**config.mk**
```make
export PLATFORM = sky130hd
export DESIGN_NAME = image_leakyrelu_ctrl
export DESIGN_NICKNAME = d
export VERILOG_FILES = /design/src/rtl/image_leakyrelu_ctrl.sv
export SDC_FILE = /design/constraint.sdc
export NUM_CORES = 1
export LEC_CHECK = 0
export BUFFER_PORTS_ARGS = -buffer_cell sky130_fd_sc_hd__buf_2
export CORE_MARGIN = 4
export CORE_UTILIZATION = 54
export CTS_CLUSTER_DIAMETER = 100
export CTS_CLUSTER_SIZE = 12
export DETAILED_ROUTE_END_ITERATION = 8
export GPL_TIMING_DRIVEN = 1
export PLACE_DENSITY_LB_ADDON = 0.1
export SYNTH_ARGS = -nofsm -noshare
export SYNTH_HDL_FRONTEND = slang
export SYNTH_SLANG_ARGS = --single-unit
```
**constraint.sdc**
```tcl
create_clock -name clk -period 6.5 [get_ports clk]
set_input_delay 0.325 -clock clk [delete_from_list [all_inputs] [get_ports clk]]
set_output_delay 0.325 -clock clk [all_outputs]
set_load 0.01 [all_outputs]
```
**src/rtl/image_leakyrelu_ctrl.sv**
```systemverilog
// Control sequencer for the image LeakyReLU stage: cfg latch, upstream reads,
// datapath valid tracking and credit-based downstream writes.
// Optional `LEAKY_CTRL_STALL_CNT_EN adds a saturating stall_cnt output.
module image_leakyrelu_ctrl #(
    parameter int COMPUTE_CHANNEL_OUT_NUM = 8,
    parameter int LEAKY_LATENCY           = 3,
    parameter int CNT_WIDTH               = 20,
    parameter int OUT_CREDIT              = 8
) (
    input  logic                 clk,
    input  logic                 rst,
    input  logic                 start,
    input  logic [CNT_WIDTH-1:0] cfg_beat_num,
    input  logic [7:0]           cfg_zero,
    input  logic [31:0]          cfg_temp,
    input  logic                 in_empty,
    output logic                 in_rd_en,
    output logic [7:0]           zero_data_out,
    output logic [31:0]          temp_reg_out,
    output logic                 out_wr_en,
    input  logic                 credit_ret,
    output logic                 busy,
    output logic                 done
`ifdef LEAKY_CTRL_STALL_CNT_EN
    ,
    output logic [31:0]          stall_cnt
`endif
);

    localparam logic [7:0] CREDIT_INIT = 8'(OUT_CREDIT);

    typedef enum logic [2:0] {IDLE, LOAD, RUN, DRAIN, DONE} state_t;

    state_t                 state;
    logic [7:0]             credit;
    logic [CNT_WIDTH-1:0]   remain;
    logic [LEAKY_LATENCY:0] vld_sr;
    logic                   lanes_unused;

    assign lanes_unused = (COMPUTE_CHANNEL_OUT_NUM > 0);

    assign in_rd_en  = (state == RUN) && !in_empty && (credit != 8'd0) && (remain != '0);
    assign out_wr_en = vld_sr[LEAKY_LATENCY];

    always_ff @(posedge clk) begin
        if (rst) begin
            vld_sr <= '0;
        end else begin
            vld_sr <= {vld_sr[LEAKY_LATENCY-1:0], in_rd_en};
        end
    end

    always_ff @(posedge clk) begin
        if (rst) begin
            state         <= IDLE;
            credit        <= '0;
            remain        <= '0;
            zero_data_out <= '0;
            temp_reg_out  <= '0;
            busy          <= 1'b0;
            done          <= 1'b0;
        end else begin
            done <= 1'b0;
            if (in_rd_en && !credit_ret) begin
                credit <= credit - 8'd1;
            end else if (credit_ret && !in_rd_en && credit != CREDIT_INIT) begin
                credit <= credit + 8'd1;
            end
            if (in_rd_en) begin
                remain <= remain - CNT_WIDTH'(1);
            end
            case (state)
                IDLE: begin
                    if (start) begin
                        zero_data_out <= cfg_zero;
                        temp_reg_out  <= cfg_temp;
                        credit        <= CREDIT_INIT;
                        remain        <= cfg_beat_num;
                        busy          <= 1'b1;
                        state         <= LOAD;
                    end
                end
                LOAD: begin
                    if (remain == '0) begin
                        state <= DONE;
                        done  <= 1'b1;
                        busy  <= 1'b0;
                    end else begin
                        state <= RUN;
                    end
                end
                RUN: begin
                    if (in_rd_en && remain == CNT_WIDTH'(1)) begin
                        state <= DRAIN;
                    end
                end
                DRAIN: begin
                    // Only the output stage may still be set: done lands the cycle after the last write.
                    if (vld_sr[LEAKY_LATENCY-1:0] == '0) begin
                        state <= DONE;
                        done  <= 1'b1;
                        busy  <= 1'b0;
                    end
                end
                DONE: begin
                    state <= IDLE;
                end
                default: begin
                    state <= IDLE;
                end
            endcase
        end
    end

`ifdef LEAKY_CTRL_STALL_CNT_EN
    always_ff @(posedge clk) begin
        if (rst) begin
            stall_cnt <= '0;
        end else if (state == IDLE && start) begin
            stall_cnt <= '0;
        end else if (state == RUN && remain != '0 && (in_empty || credit == 8'd0)
                     && stall_cnt != '1) begin
            stall_cnt <= stall_cnt + 32'd1;
        end
    end
`endif

endmodule

```
==> impl_metrics.py <==
metrics = {
    "synth": {
        "postSynthCellCount": 411,
        "synth.net_count": 481,
        "synth_enable_flop_cells": 0,
        "synth.yosys.warnings": 0,
        "postSynth.asyncResetShare_pct": 0,
        "netlist-cell-type-count": 41,
        "ys_seq_area_share_pct": 45.4,
        "synthesis.area_per_instance_sq_um": 8.26,
        "synthesis.area_sq_mm": 0.00339,
        "ys_ff_latch": 77,
        "synth_flop_cell": "dfxtp_1",
    },
    "clock_tree": {
        "count_of_instances_resized_after_the_clock_tree_is_built": 0,
        "cts_sinks": 77,
        "cts_tree": "yes",
        "clk_pin_slew_ns": 0.08,
        "clock_latency_ns": 0.33,
        "cts_root_buffer": "clkbuf_8",
        "clk_path_buf_depth": 2,
        "ctsHoldBuffers": 0,
        "postCtsSetupBuffers": 0,
        "clock_tree.htree_level_count": 3,
        "number_of_buffers_created_by_cts": 9,
    },
    "critical_path": {
        "crit_path_start_kind": "register",
        "worst-path-max-fanout": 20,
        "worst_r2r_startpoint": "credit[0]$_SDFF_PP0_",
        "endpoint_kind": "output pin",
        "worst-setup-path-type": "reg -> out",
        "worstPathArrival_ns": 2.65,
        "worstReg2RegEnd": "credit[3]$_SDFF_PP0_",
        "timing.reg2reg.worst_path_depth": 10,
        "wp_data_required_ns": 6.17,
        "r2r_setup_slack_ns": 3.76,
    },
    "timing": {
        "grt_setup_unrepaired": "false",
        "fin_crit_sh_pct": 45.7,
        "finalWorstSetupSlack_ns": 3.53,
        "time_the_worst_path_needs_with_i_o_delays_and_setup_ns": 2.97,
        "setup_viol": 0,
        "max_freq_mhz": 337,
        "worst_hold_slack_ns": 0.219,
        "timing.max_slew.rel_slack_pct": 41.3,
        "timing.setup.tns_ns": 0,
        "worstMarginPinSlew_ns": 0.868,
        "fin_skew_ns": 0.0102,
        "final-hold-violation-count": 0,
        "final_max_slew_viol_count": 0,
    },
    "floorplanning": {
        "std_cell_rows": 28,
        "core-area_sq_mm": 0.00603,
        "start_util_pct": 56.3,
        "io-pin-count": 109,
        "die_height_microns": 87.3,
        "fp.dieArea_sq_mm": 0.00762,
        "dieWidth_microns": 87.3,
    },
    "power_and_ir_drop": {
        "power_report.internal_total_w": 0.000773,
        "power.combinational.fraction_pct": 16.6,
        "power_density_over_cell_area_mw_per_mm2": 260,
        "power_w": 0.00108,
        "p_switching_w": 0.000309,
        "p_sw_share_pct": 28.6,
        "seq_power_share_pct": 49.6,
        "leakagePower_nw": 1.78,
        "vdd_drop_max_mv": 0.185,
        "clock_power_share_pct": 33.8,
    },
    "placed_design": {
        "routabilityCongestion": 0.847,
        "io_buffers": 108,
        "hpwl_mm": 5.57,
        "detailedPlace.worstSlack_ns": 3.81,
    },
    "global_routing": {
        "globalRoute.totalOverflow": 0,
        "grt_usage_pct": 21.6,
        "first_global_vias": 3089,
        "busiest_layer": "met2",
        "grt_first_pass_wirelength_mm": 13.4,
        "grt_util_met2_pct": 37.5,
        "globalRouteMet1Util_pct": 25.6,
        "antenna_found_initial": 0,
        "grt.met3_usage_pct": 7.00,
        "grt_max_degree": 73,
    },
    "min_path": {
        "whs_path_depth": 3,
        "hp-start": "cfg_temp[30]",
        "hold_class": "in -> reg",
        "worst_hold_path_endpoint": "temp_reg_out[30]$_SDFFE_PP0P_",
    },
    "final_layout": {
        "antenna-diode-count": 0,
        "design.final.nets": 576,
        "area.growth.synth_to_final_pct": 22.5,
        "ff_latch_area_sq_mm": 0.00154,
        "post_route_cells_drive_above_1_share_pct": 27.2,
        "multi_input_comb_area_sq_mm": 0.00172,
        "layout.filler_cells": 535,
        "fin_util_pct": 69.0,
    },
    "detailed_routing": {
        "total_wire_length_mm": 7.90,
        "detail_route.first_pass.iterations": 4,
        "route.antenna.remaining_nets": 0,
        "avgViaCountPerCell": 5.27,
        "vias": 3087,
        "first_iter_violations": 135,
        "wl_per_cell_microns": 13.5,
        "drcViolationCount": 0,
    },
    "flow_run": {
        "max_cap_viol_count": 0,
    },
    "run_status": {
        "status": "finished clean",
    },
}
worst max path at each step:
stage / start / to / slack, ns / depth (start not counted)
2_1_floorplan: credit[1]$_SDFF_PP0_ / credit[5]$_SDFF_PP0_ / 4.27 / 10
3_3_place_gp: credit[1]$_SDFF_PP0_ / credit[3]$_SDFF_PP0_ / 4.10 / 10
3_5_place_dp: credit[1]$_SDFF_PP0_ / credit[3]$_SDFF_PP0_ / 3.81 / 10
4_1_cts: credit[1]$_SDFF_PP0_ / in_rd_en / 3.51 / 8
5_1_grt: credit[0]$_SDFF_PP0_ / in_rd_en / 3.40 / 8
6_report: credit[0]$_SDFF_PP0_ / in_rd_en / 3.53 / 8
cells in the final DEF, fill, tap and decap left out, drive strengths merged, types with 7 or more instances in the layout:
master / count
xor2: 7
nand3: 9
a21oi: 47
dfxtp: 77
nand2: 85
a211oi: 22
or3: 9
inv: 8
buf: 112
nor3: 13
nor4: 11
nor2: 30
xnor2: 14
clkbuf: 10
cell usage after synthesis (2+ instances only):
| cell type | number | area (sq um) |
|---|---|---|
| a31oi_1 | 2 | 12.5 |
| clkbuf_1 | 25 | 93.8 |
| or4_1 | 4 | 30.0 |
| ha_1 | 5 | 62.6 |
| buf_2 | 2 | 10.0 |
| and3_1 | 3 | 18.8 |
| nor4_2 | 4 | 50.1 |
| nor4_1 | 7 | 43.8 |
| inv_1 | 7 | 26.3 |
| o21ai_0 | 2 | 10.0 |
| dfxtp_1 | 77 | 1540 |
| nor2_1 | 30 | 113 |
| or3_1 | 9 | 56.3 |
| nor3_1 | 13 | 65.1 |
| nand4_1 | 4 | 25.0 |
| xor2_1 | 7 | 61.3 |
| xnor2_1 | 14 | 123 |
| a21o_1 | 3 | 22.5 |
| nand3_1 | 8 | 40.0 |
| mux2i_1 | 6 | 60.1 |
| nand2b_1 | 4 | 25.0 |
| a21oi_1 | 47 | 235 |
| a211oi_1 | 20 | 150 |
| nor2b_1 | 6 | 37.5 |
| a211oi_2 | 2 | 25.0 |
| nand2_1 | 85 | 319 |
routing by layer:
metal  vias to the layer above  part of all wire [%]
met4                         0                  0.61
li1                       1607                     -
met2                        68                    51
met5                         -                     0
met1                      1408                    43
met3                         4                   5.7
power groups by stage:
stage	registers, W	clock network (W)	logic (W)
finish	0.000536	0.000365	0.000180
global route	0.000542	0.000400	0.000205
CTS	0.000536	0.000377	0.000182
detailed placement	0.000547	0	0.000181
global placement	0.000546	0	0.000176
floorplan	0.000549	0	0.000114
worst max-delay path, cell delays in order (launching register included):
cell     delay (ns)
dfxtp_1        0.36
inv_1          0.11
ha_1           0.17
nor4b_1        0.71
a21oi_1        0.20
o21ai_1        0.15
buf_4          0.27
inv_1          0.16
buf_2          0.17
stage by stage:
stage	cells	area (sq um)
2_1_floorplan	411	3390
3_3_place_gp	570	3950
3_5_place_dp	570	3950
4_1_cts	586	4160
5_1_grt	586	4160
6_report	586	4160
cells by family after synthesis:
family | Yosys count | synth area share, %
compound gates | 83 | 15.2
flops | 77 | 45.4
simple gates | 184 | 26.2
xor+xnor | 21 | 5.42
buf+inv | 35 | 4.17
mux | 6 | 1.77
fa+ha+maj | 5 | 1.84
registers in the layout (all words and copies together) (netlist names):
name           cells
remain            20
zero_data_out      8
done               1
busy               1
state              3
credit             8
temp_reg_out      32
vld_sr             4
layout make-up:
| class | instances | share of cell area [%] |
|---|---|---|
| multi-input combinational | 299 | 41.3 |
| tap | 75 | 2.26 |
| timing repair buffer | 112 | 13.7 |
| inverter | 7 | 0.632 |
| clock buffer | 10 | 3.31 |
| clock inverter | 6 | 1.69 |
| sequential | 77 | 37.1 |
(Power assumes the default switching activity.)
